$ cat src/rtl/hyperbus_wb_bridge.sv
// hyperbus_wb_bridge: Wishbone classic slave that forwards single 32-bit word accesses to a HyperBus controller
// Ports:
//   clk, rst                 clock, asynchronous active-high reset
//   wb_cyc_i, wb_stb_i       Wishbone cycle / strobe
//   wb_we_i, wb_adr_i        direction (1 = write) and byte address
//   wb_dat_i, wb_sel_i       write data and byte selects (only 4'b1111 accepted)
//   wb_dat_o                 registered read data
//   wb_ack_o, wb_err_o       single-cycle termination pulses
//   hb_addr, hb_wdata        address / write data held for the controller
//   hb_rdata                 read data from the controller
//   hb_wrq, hb_rrq           single-cycle write / read request pulses
//   hb_busy                  controller busy
module hyperbus_wb_bridge #(
    parameter int unsigned TIMEOUT = 1024
) (
    input  logic        clk,
    input  logic        rst,
    input  logic        wb_cyc_i,
    input  logic        wb_stb_i,
    input  logic        wb_we_i,
    input  logic [31:0] wb_adr_i,
    input  logic [31:0] wb_dat_i,
    input  logic [3:0]  wb_sel_i,
    output logic [31:0] wb_dat_o,
    output logic        wb_ack_o,
    output logic        wb_err_o,
    output logic [31:0] hb_addr,
    output logic [31:0] hb_wdata,
    input  logic [31:0] hb_rdata,
    output logic        hb_wrq,
    output logic        hb_rrq,
    input  logic        hb_busy
);
    typedef enum logic [2:0] {IDLE, REQ, WAIT_START, WAIT_DONE, RESP} state_t;
    // The counter is compared one below its terminal value because the
    // transition to RESP happens on the same edge that it reaches TIMEOUT-1.
    localparam logic [31:0] LP_TMO_LAST = 32'(TIMEOUT - 2);
    state_t      r_state, w_next;
    logic        r_we, r_drop;
    logic [31:0] r_cnt;
    logic        w_strobe, w_accept, w_sel_err, w_in_txn, w_waiting, w_drop;
    logic        w_tmo, w_done, w_ack_nxt, w_err_nxt;
    always_comb begin
        // A strobe still high during our own ack/err cycle belongs to the
        // finished access, so it is ignored.
        w_strobe  = wb_cyc_i & wb_stb_i & ~(wb_ack_o | wb_err_o);
        w_sel_err = (r_state == IDLE) & w_strobe & (wb_sel_i != 4'hF);
        w_accept  = (r_state == IDLE) & w_strobe & (wb_sel_i == 4'hF) & ~hb_busy;
        w_waiting = (r_state == WAIT_START) | (r_state == WAIT_DONE);
        w_in_txn  = (r_state == REQ) | w_waiting;
        w_drop    = r_drop | (w_in_txn & ~wb_cyc_i);
        w_done    = (r_state == WAIT_DONE) & ~hb_busy;
        // Timeout only when the current wait state is not being left anyway.
        w_tmo     = (((r_state == WAIT_START) & ~hb_busy) | ((r_state == WAIT_DONE) & hb_busy))
                    & (r_cnt == LP_TMO_LAST);
        w_ack_nxt = w_done & ~w_drop;
        w_err_nxt = w_sel_err | (w_tmo & ~w_drop);
        w_next    = r_state;
        case (r_state)
            IDLE:       w_next = w_accept ? REQ : IDLE;
            REQ:        w_next = WAIT_START;
            WAIT_START: w_next = hb_busy ? WAIT_DONE : (w_tmo ? RESP : WAIT_START);
            WAIT_DONE:  w_next = (w_done | w_tmo) ? RESP : WAIT_DONE;
            RESP:       w_next = IDLE;
            default:    w_next = IDLE;
        endcase
    end
    assign hb_wrq = (r_state == REQ) & r_we;
    assign hb_rrq = (r_state == REQ) & ~r_we;
    always_ff @(posedge clk or posedge rst) begin
        if (rst) begin
            r_state  <= IDLE;
            r_we     <= 1'b0;
            r_drop   <= 1'b0;
            r_cnt    <= '0;
            hb_addr  <= '0;
            hb_wdata <= '0;
            wb_dat_o <= '0;
            wb_ack_o <= 1'b0;
            wb_err_o <= 1'b0;
        end else begin
            r_state  <= w_next;
            wb_ack_o <= w_ack_nxt;
            wb_err_o <= w_err_nxt;
            r_drop   <= w_accept ? 1'b0 : w_drop;
            r_cnt    <= w_accept ? '0 : (w_waiting ? r_cnt + 32'd1 : r_cnt);
            if (w_accept) begin
                hb_addr  <= wb_adr_i;
                hb_wdata <= wb_dat_i;
                r_we     <= wb_we_i;
            end
            if (w_done & ~r_we)
                wb_dat_o <= hb_rdata;
        end
    end
endmodule
$ cat config.mk
export PLATFORM = sky130hd
export DESIGN_NAME = hyperbus_wb_bridge
export DESIGN_NICKNAME = d
export VERILOG_FILES = /design/src/rtl/hyperbus_wb_bridge.sv
export SDC_FILE = /design/constraint.sdc
export NUM_CORES = 1
export LEC_CHECK = 0
export CAP_MARGIN = 20
export CELL_PAD_IN_SITES_DETAIL_PLACEMENT = 0
export CELL_PAD_IN_SITES_GLOBAL_PLACEMENT = 1
export CORE_MARGIN = 2
export CORE_UTILIZATION = 34
export CTS_BUF_LIST = sky130_fd_sc_hd__clkbuf_4
export DETAILED_ROUTE_END_ITERATION = 8
export GPL_TIMING_DRIVEN = 0
export PLACE_DENSITY_LB_ADDON = 0.1
export SETUP_SLACK_MARGIN = 0.3
export SYNTH_ARGS = -nofsm -noshare
export SYNTH_HDL_FRONTEND = slang
export SYNTH_SLANG_ARGS = --single-unit
$ cat constraint.sdc
create_clock -name clk -period 5.25 [get_ports clk]
set_input_delay 1.05 -clock clk [delete_from_list [all_inputs] [get_ports clk]]
set_output_delay 1.05 -clock clk [all_outputs]
set_load 0.03 [all_outputs]
Word level (Yosys, flattened, before mapping)
Cells that the tools add are included. W data, S select, Z words.

Register bits after elaboration: 135. Output and inout port bits: 100. Word-level logic and storage cells: 54.

Add/sub/neg operators: 1. Equality and inequality tests: 6. Multiplexer cells: 8. Bitwise logic cells: 28. Reduce and logical (&&, ||, !) cells: 2.

Operators with widths (number): $mux W32 (2); $add A32 B1 Y32 const B (1); $eq A32 B10 Y1 const B (1); $and A1 B1 Y1 (16); $pmux W3 S4 (1); $mux W3 (3); $or A1 B1 Y1 (7); $eq A3 B2 Y1 const B (2); $not A1 Y1 (5); $eq A4 B4 Y1 const B (1); $ne A4 B4 Y1 const B (1); $eq A3 B1 Y1 const B (1); $logic_not A3 Y1 (1); $mux W1 (2); $reduce_bool A2 Y1 (1).

Logic depth before layout (Yosys ltp)
Gate-level depths: netlist (run 1).

Word-level depth: 8. Gate-level depth with buffers: 7. Gate-level depth less buffers: 6.

Worst setup path before layout (run 1)
OpenSTA, ideal clock, no wires.

Path kind: register to output. Start: reg r_state[0]. End: out hb_wrq. Arrival: 1.754 ns. Slack: 2.446 ns. Cell stages (with the launch flop): 4. Path buffers: 1. Cell sequence: dfrtp_1 -> clkbuf_1 -> inv_1 -> nor4b_1.

Longest elaborated chain between the ends: 2.

RTL lines: start: declaration (line 38) `state_t r_state, w_next;`; start signal: assignment (line 82) `r_state <= w_next;`; $eq A3 B1 Y1 (line 68) `assign hb_wrq = (r_state == REQ) & r_we;`; $and A1 B1 Y1 (line 68); end: declaration (line 30) `output logic hb_wrq,`.

No other way between the ends.

Final worst setup path (run 1)
Start: reg r_state[0]. End: out hb_rrq.

Longest elaborated chain between the ends: 2.

RTL lines: $eq A3 B1 Y1 (line 69) `assign hb_rrq = (r_state == REQ) & ~r_we;`; $and A1 B1 Y1 (line 69); end: declaration (line 31) `output logic hb_rrq,`.

No other way between the ends.

==> out/qor.yml, run 1 <==
pwr:
  seq_power_share_pct: 41.1
  ir_drop_v: 0.0002436
  p_switching_uw: 1415
  p_sw_share_pct: 37.85
  p_per_area_nw_per_um2: 446.6
  clock_power_share_pct: 19.9
  power_frac_comb_pct: 39.0
  power.internal_uw: 2323
  leakage_uw: 0.003735
global_route:
  grt_overflow_total: 0
  antenna_found_initial: 1
  track_usage_pct: 18.72
  grt_pass1_wl_mm: 26.10
  grt_max_degree: 82
  first_global_vias: 5120
floorplan:
  die_area_um2: 17850
  design.core.area_um2: 16520
  dieWidth_um: 133.6
  initial_core_util_pct: 34.57
  chipHeight_um: 133.6
  pin_count: 206
  row_count: 47
synth:
  synth.ff_latch_count: 135
  synth.distinct_cells: 38
  synth-edff-count: 0
  synth_area_per_cell_um2: 10.07
  yosysTopAreaCellShare_pct: 59.15
  ys_top_cells_by_area: "dfrtp_1, nand2_1, mux2_2, a21oi_1, or4_1"
  ys_seq_area_share_pct: 59.15
  synthesis.area_um2: 5712
  syn_inst: 567
  synthesis.nets: 675
  async_flop_share_pct: 100.0
  yosys_warnings: 0
  synth_ff_type: "dfrtp_1"
  synth_largest_area_cell: "dfrtp_1"
min_path:
  hold_path_class: "flop to flop"
  holdCritStartpoint: "hb_wdata[12]"
critical_path:
  critical_path.slowest_cell: "clkdlybuf4s50_1"
  cp_max_fo: 8
  crit_type: "flop to primary output"
  critPathMaxStageDelay_ns: 0.77
  critPathLaunchType: "flop"
  crit_required_ns: 4.20
  r2r-start: "r_state[0]"
  startpoint: "r_state[0]"
  worstPathArrival_ns: 2.62
  worstPathCellList: "clkbuf_1 -> inv_1 -> nor4_1 -> clkdlybuf4s50_1"
  crit_path_end_kind: "primary output"
sta:
  finClkSkew_ns: 0.01655
  timing.hold.ws_ns: 0.4851
  worst_pin_slew_ns: 0.7636
  fin_ws_ns: 1.581
  period_share_pct: 69.88
  final_hold_viol_count: 0
  slew_headroom_pct: 49.09
  rsz0062_at_grt: "no"
  fmax_ghz: 0.2726
  finalSetupViolCount: 0
  drv_slew: 0
  min_period_ns: 3.669
layout:
  syn_to_final_growth_pct: 46.55
  fillerInstances: 1538
  utilization_pct: 50.65
  multiInputGateArea_um2: 2157
  fin_nets: 899
  drive_above_1_share_pct: 9.701
  instances_no_fill: 1025
  ff_latch_area_um2: 3378
  final_cell_area_um2: 8371
cts:
  clk_pin_slew_ns: 0.13
  postCtsHoldBufs: 0
  clk_latency_ns: 0.53
  clock-sinks: 135
  cts_buffers: 17
  cts_tree: "yes"
  ctsRootBufferMaster: "clkbuf_4"
  cts_max_path_buffers: 2
  post_cts_buffers: 0
  cts-resized-gates: 0
  htreeDepth: 4
detailed_routing:
  finalWirelength_mm: 15.94
  vias: 4834
  drtAntennaViolNets: 0
  drcViolationCount: 0
  dr.pass1.iters: 4
  drt_iter0_markers: 271
  vias_per_cell: 4.716
  post_drt_wl_per_cell_um: 15.56
status:
  status: "finished, final reports clean"
flow_run:
  maxCapViolCount: 0
placement:
  port_buffers: 204
  dpl-instance-area_um2: 8061
  dp.cells: 992
  hpwl_mm: 11.62
  gp_congestion: 0.7740
  preCtsSetupSlack_ns: 1.595
-- power by group through the flow --
stage	combinational, µW	sequential, µW	clock (µW)
final	1460	1540	744
after CTS	1470	1540	773
after global routing	1580	1590	821
after detailed placement	1470	1560	0
after floorplan	527	1880	0
after global placement	1440	1540	0
-- cells by family (layout without fill, tap and decap cells) --
family          count (synthesis)  count (layout)  share of synthesized area, %
other cells                     0               1                             0
buf+inv                        39             276                         3.089
flops                         135             135                         59.15
xor+xnor                       11              11                         1.687
compound gates                 45              45                         4.973
mux                            34              34                         6.659
fa+ha+maj                       2               2                        0.4380
simple gates                  301             301                         24.01
-- state kept, by name, summed over array words and instances (netlist names) --
name      count
wb_dat_o     32
r_cnt        32
r_state       3
r_drop        1
r_we          1
hb_wdata     32
hb_addr      32
wb_err_o      1
wb_ack_o      1
-- synthesized netlist by cell type, drive strengths merged (5+ instances only) --
cell / instances
or3: 8
o31ai: 10
dfrtp: 135
and4: 5
nor4: 8
nor3: 8
o21ai: 8
nand3: 12
xnor2: 8
nand2: 207
buf: 9
nand4: 9
a21oi: 17
nor2: 17
mux2: 32
clkbuf: 21
inv: 9
or4: 12
-- per-layer routing --
metal  share of wire [%]  vias up  GRT usage (%)
met2                  50      123          31.13
met4                 1.5        0          6.738
met5                   0        -              0
li1                    -     2360              -
met1                  41     2337          21.94
met3                 7.9       14          7.534
-- metrics by stage --
step | TNS, ns | total power (µW)
after floorplan | 0 | 2404
after global placement | -191.49 | 2988
after detailed placement | 0 | 3026
after CTS | 0 | 3788
after global routing | 0 | 3985
final | 0 | 3738
-- critical path, delay by kind of cell, from the launching register on --
family	cells	cell delay [ns]
DFF	1	0.34
buffers and inverters	3	1.26
and+or+nand+nor	1	0.49
-- final timing paths --
kind | end | slack, ns | cells past startpoint
hold reg to reg | hb_wdata[12] | 0.49 | 2
min in group asynchronous | hb_addr[4] | 1.01 | 2
hold / removal | hb_wdata[12] | 0.49 | 2
setup / recovery | hb_rrq | 1.58 | 4
setup reg to reg | hb_wdata[17] | 2.61 | 7
max in group asynchronous | wb_dat_o[24] | 3.45 | 3
-- final cells by class --
| type | count | share of cell area, % |
|---|---|---|
| Sequential cell | 135 | 40.36 |
| Multi-Input combinational cell | 393 | 25.77 |
| Timing Repair Buffer | 205 | 24.72 |
| Tap cell | 220 | 3.288 |
| Clock inverter | 14 | 2.048 |
| Buffer | 30 | 1.704 |
| Clock buffer | 18 | 1.614 |
| Inverter | 9 | 0.4634 |
| Antenna cell | 1 | 0.02990 |
-- cells in the final DEF, fill, tap and decap left out, types with 2 or more instances in the layout --
master           instances
dfrtp_1                135
inv_1                    8
xnor2_1                  8
nand4_1                  9
o41ai_1                  3
nor2_1                  17
and3_1                   3
o311ai_0                 3
or4_1                   11
nor4b_1                  2
clkinv_2                 2
ha_1                     2
clkdlybuf4s50_1        204
clkbuf_1                21
nand2b_1                 3
inv_6                    5
bufinv_16                3
o21ai_0                  8
xor2_1                   3
o31ai_1                 10
nor4_1                   8
clkinvlp_4               2
nor3_1                   8
buf_6                    3
buf_2                    6
nand3_1                 12
nand2_1                207
a21oi_1                 17
clkinv_4                 2
mux2_2                  32
and4_1                   5
mux2i_1                  2
o211ai_1                 2
clkbuf_4                18
or3_1                    8
No activity file was read; power rests on OpenSTA's default activity.
==> run 2: changes to the inputs <==
Settings changed: CORE_UTILIZATION 34 to 31.
Clock period 5.25 ns to 3.07 ns, I/O delays scaled along.
==> out/qor.yml, run 2 (same netlist as run 1, synthesis figures left out) <==
critical_path:
  critical_path.slowest_cell: "dlygate4sd1_1"
  r2r_setup_slack_ns: 0.68
  crit_required_ns: 2.46
  startpoint: "r_state[0]"
  rr_endpoint: "r_cnt[28]"
  critPathCapture: "hb_rrq"
  critPathBufInv: 3
  crit_type: "flop to primary output"
  critPathLaunchType: "flop"
  cp_max_fo: 8
  worstPathCellList: "clkbuf_2 -> inv_1 -> nor4_1 -> dlygate4sd1_1"
  reg2reg_depth: 7
  worstPathArrival_ns: 1.90
  crit_family: "buffers and inverters"
  critPathMaxStageDelay_ns: 0.44
  cp.depth: 4
  r2r-start: "r_cnt[1]"
  crit_path_end_kind: "primary output"
cts:
  ctsRootBufferMaster: "clkbuf_4"
  clk_pin_slew_ns: 0.11
  clk_latency_ns: 0.53
  cts_tree: "yes"
  cts_max_path_buffers: 2
  postCtsHoldBufs: 0
  htreeDepth: 4
  clock-sinks: 135
  cts_buffers: 17
placement:
  hpwl_mm: 12.12
  dp.cells: 1004
  gp_congestion: 0.7584
  port_buffers: 204
  dpl-instance-area_um2: 8124
floorplan:
  dieWidth_um: 139.7
  chipHeight_um: 139.7
  die_area_um2: 19530
  initial_core_util_pct: 31.69
  row_count: 49
  pin_count: 206
  design.core.area_um2: 18020
layout:
  fillerInstances: 1734
  final_cell_area_um2: 8469
  layout_common_cells: "nand2_1, clkdlybuf4s50_1, dfrtp_1, mux2_2"
  instances_no_fill: 1036
  syn_to_final_growth_pct: 48.28
  drive_above_1_share_pct: 10.42
  layout_commonest_cell: "nand2_1"
  fin_nets: 902
detailed_routing:
  dr.pass1.iters: 4
  drt_iter0_markers: 217
  vias: 4867
  drtAntennaViolNets: 0
  drcViolationCount: 0
  post_drt_wl_per_cell_um: 15.77
  vias_per_cell: 4.698
  finalWirelength_mm: 16.34
sta:
  final_hold_viol_count: 0
  fin_setup_tns_ns: 0
  min_period_ns: 2.513
  finClkSkew_ns: 0.01892
  finalSetupViolCount: 0
  period_share_pct: 81.86
  slew_headroom_pct: 48.99
  worst_pin_slew_ns: 0.7582
  rsz0062_at_grt: "no"
  fmax_ghz: 0.3979
  drv_slew: 0
pwr:
  leakage_uw: 0.003792
  ir_drop_v: 0.0004435
  p_per_area_nw_per_um2: 771.3
global_route:
  first_global_vias: 5063
  track_usage_pct: 17.30
  grt_pass1_wl_mm: 26.83
  grt_max_degree: 36
  grt_overflow_total: 0
  antenna_found_initial: 1
flow_run:
  maxCapViolCount: 0
status:
  status: "finished, final reports clean"
min_path:
  hold_path_class: "input port to async pin"
[run 2: worst reg2reg max path, delay by kind of cell (launching register included)]
kind / cells / cell delay [ns]
buf+inv: 2 / 0.47
compound gates: 2 / 0.45
flops: 1 / 0.48
simple gates: 2 / 0.62
fa+ha+maj: 1 / 0.24
[run 2: report_power, final]
part,internal (µW),total [µW],switching (µW),leakage (µW)
registers,2250,2630,382,0.00168
logic,1150,2510,1360,0.00193
clock network,732,1390,657,0.000186
[run 2: through the flow]
stage / hold slack (ns) / utilization, % / total power [µW] / worst slack, ns
after floorplan: 0.4574 / - / 4112 / 0.7023
after global placement: 0.4579 / 44.63 / 5125 / -0.5667
after detailed placement: 0.4614 / 45.07 / 5193 / -0.1691
after CTS: 0.4308 / 46.96 / 6613 / 0.3085
after global routing: 0.4573 / 46.99 / 6930 / 0.3840
final: 0.4749 / 46.99 / 6533 / 0.5568
[run 2: layer usage]
metal	vias to the layer above	part of all wire [%]	track usage, %
met5	-	0	0
met4	0	1.6	5.053
met3	18	7.3	6.917
met2	127	49	28.32
met1	2352	42	21.15
li1	2370	-	-
[run 2: cell type report]
class	count	area, µm²	area share [%]
antenna	1	2.502	0.02955
multi-input combinational	393	2157	25.47
clock buffer	18	135.1	1.596
tap	229	286.5	3.383
timing repair buffer	208	2122	25.06
sequential	135	3378	39.89
clock inverter	13	205.2	2.423
inverter	9	37.54	0.4432
buffer	30	145.1	1.714
[run 2: repair_timing]
action / in CTS / in global routing
setup endpoints to repair: 2 / 30
buffers inserted: 0 / 0
gates cloned: 0 / 0
resized for setup: 7 / 5
[run 2: how the worst min path moves through the flow]
stage | to | cells past startpoint
final | hb_addr[6] | 2
after floorplan | r_drop | 2
after detailed placement | hb_wdata[18] | 2
after CTS | wb_ack_o | 2
after global placement | hb_wdata[27] | 2
after global routing | r_cnt[30] | 2
==> run 3: changes to the inputs <==
Clock period 3.07 ns to 2.3 ns, I/O delays scaled along.
==> out/qor.yml, run 3 (same netlist as run 1, synthesis figures left out) <==
cts:
  ctsRootBufferMaster: "clkbuf_4"
  cts_buffers: 17
  cts_max_path_buffers: 2
  cts_tree: "yes"
  clock-sinks: 135
  clk_pin_slew_ns: 0.13
  postCtsHoldBufs: 0
  clk_latency_ns: 0.54
  htreeDepth: 4
placement:
  hpwl_mm: 11.68
  gp_congestion: 0.7716
  dpl-instance-area_um2: 8153
  port_buffers: 204
layout:
  layout_commonest_cell: "nand2_1"
  fin_nets: 926
  utilization_pct: 49.15
  final_cell_area_um2: 8859
  drive_above_1_share_pct: 18.43
  syn_to_final_growth_pct: 55.09
  layout_common_cells: "nand2_1, dfrtp_1, clkdlybuf4s50_1, dlygate4sd2_1, mux2_2"
sta:
  finClkSkew_ns: 0.02344
  rsz0062_at_grt: "yes"
  worst_pin_slew_ns: 0.4513
  final_hold_viol_count: 0
  fmax_ghz: 0.5060
  finalSetupViolCount: 0
  period_share_pct: 85.92
  drv_slew: 0
  slew_headroom_pct: 69.91
  fin_setup_tns_ns: 0
  min_period_ns: 1.976
critical_path:
  cp_max_fo: 6
  crit_type: "flop to flop"
  critPathLaunchType: "flop"
  critPathMaxStageDelay_ns: 0.48
  r2r_setup_slack_ns: 0.32
  crit_path_end_kind: "flop"
  worstPathCellList: "buf_6 -> nand4b_4 -> or4_4 -> buf_8 -> or4_4 -> a21oi_2"
  crit_required_ns: 2.77
  worstPathArrival_ns: 2.45
  critPathBufInv: 2
  crit_family: "simple AND/OR/NAND/NOR gates"
  cp_common_cell: "or4_4"
  critical_path.slowest_cell: "or4_4"
floorplan:
  die_area_um2: 19530
  initial_core_util_pct: 31.69
  row_count: 49
  design.core.area_um2: 18020
  dieWidth_um: 139.7
  chipHeight_um: 139.7
  pin_count: 206
detailed_routing:
  drt_iter0_markers: 166
  dr.pass1.iters: 4
  drtAntennaViolNets: 0
  finalWirelength_mm: 16.46
  vias: 4978
  vias_per_cell: 4.692
  drcViolationCount: 0
  post_drt_wl_per_cell_um: 15.51
global_route:
  grt_overflow_total: 0
  grt_max_degree: 34
  grt_pass1_wl_mm: 26.30
  antenna_found_initial: 1
  first_global_vias: 5071
  track_usage_pct: 16.95
status:
  status: "finished, final reports clean"
min_path:
  hold_path_class: "input port to async pin"
pwr:
  ir_drop_v: 0.0006873
  leakage_uw: 0.004375
  p_per_area_nw_per_um2: 997.7
flow_run:
  maxCapViolCount: 0
## run 3: cell count changes in the layout (fill, tap and decap cells not counted), sizes merged, moves of 5 or more
cell           before  now
clkdlybuf4s50     202  104
dlygate4sd2         0   98
buf                14   41
clkinv              8    2
inv                 8   13
## run 3: layer usage
metal | GRT usage, % | routed length [µm]
met3 | 7.330 | 1382
met1 | 20.17 | 6753
met2 | 27.60 | 7981
met4 | 5.684 | 337
met5 | 0 | 0
## run 3: report_power, final
group	leakage [µW]	switching [µW]	internal (µW)	total, µW
clock	0.000185	932	999	1930
sequential	0.00168	480	3010	3490
combinational	0.00251	1960	1460	3420
total	0.00438	3370	5470	8840
## run 3: path summary, 6_finish.rpt
kind | from | endpoint | cells past startpoint
min | rst | wb_dat_o[23] | 2
max reg2reg | r_state[2] | r_cnt[19] | 6
min reg2reg | hb_wdata[7] | hb_wdata[7] | 2
min in group clk | hb_busy | wb_ack_o | 2
max in group asynchronous | rst | hb_addr[20] | 4
max | r_state[2] | r_cnt[19] | 6
## run 3: cell type report
cell class	instances	area [µm²]
multi-input cells	393	2352
well taps	229	286.5
flip-flops and latches	135	3381
fillers	1764	9166
inverters	9	45.04
plain buffers	30	227.7
clock inverters	13	219.0
clock buffers	18	135.1
diodes	2	5.005
repair buffers	232	2207
## run 3: what timing repair did
item | 4_1_cts | 5_1_grt
endpoints found under the setup margin | 231 | 131
setup buffers | 17 | 6
pin swaps | 13 | 9
resized for setup | 158 | 37
gates cloned | 0 | 1
## run 3: per-stage QoR
| step | total power, µW | hold WS (ns) | setup slack (ns) | instances |
|---|---|---|---|---|
| global route | 9401 | 0.2130 | 0.2022 | 1061 |
| global placement | 6841 | 0.4592 | -1.173 | 1000 |
| detailed placement | 6918 | 0.4613 | -0.6611 | 1004 |
| finish | 8838 | 0.2405 | 0.3238 | 1061 |
| CTS | 8799 | 0.1958 | 0.2193 | 1052 |
| floorplan | 5502 | 0.4574 | 0.1608 | 567 |
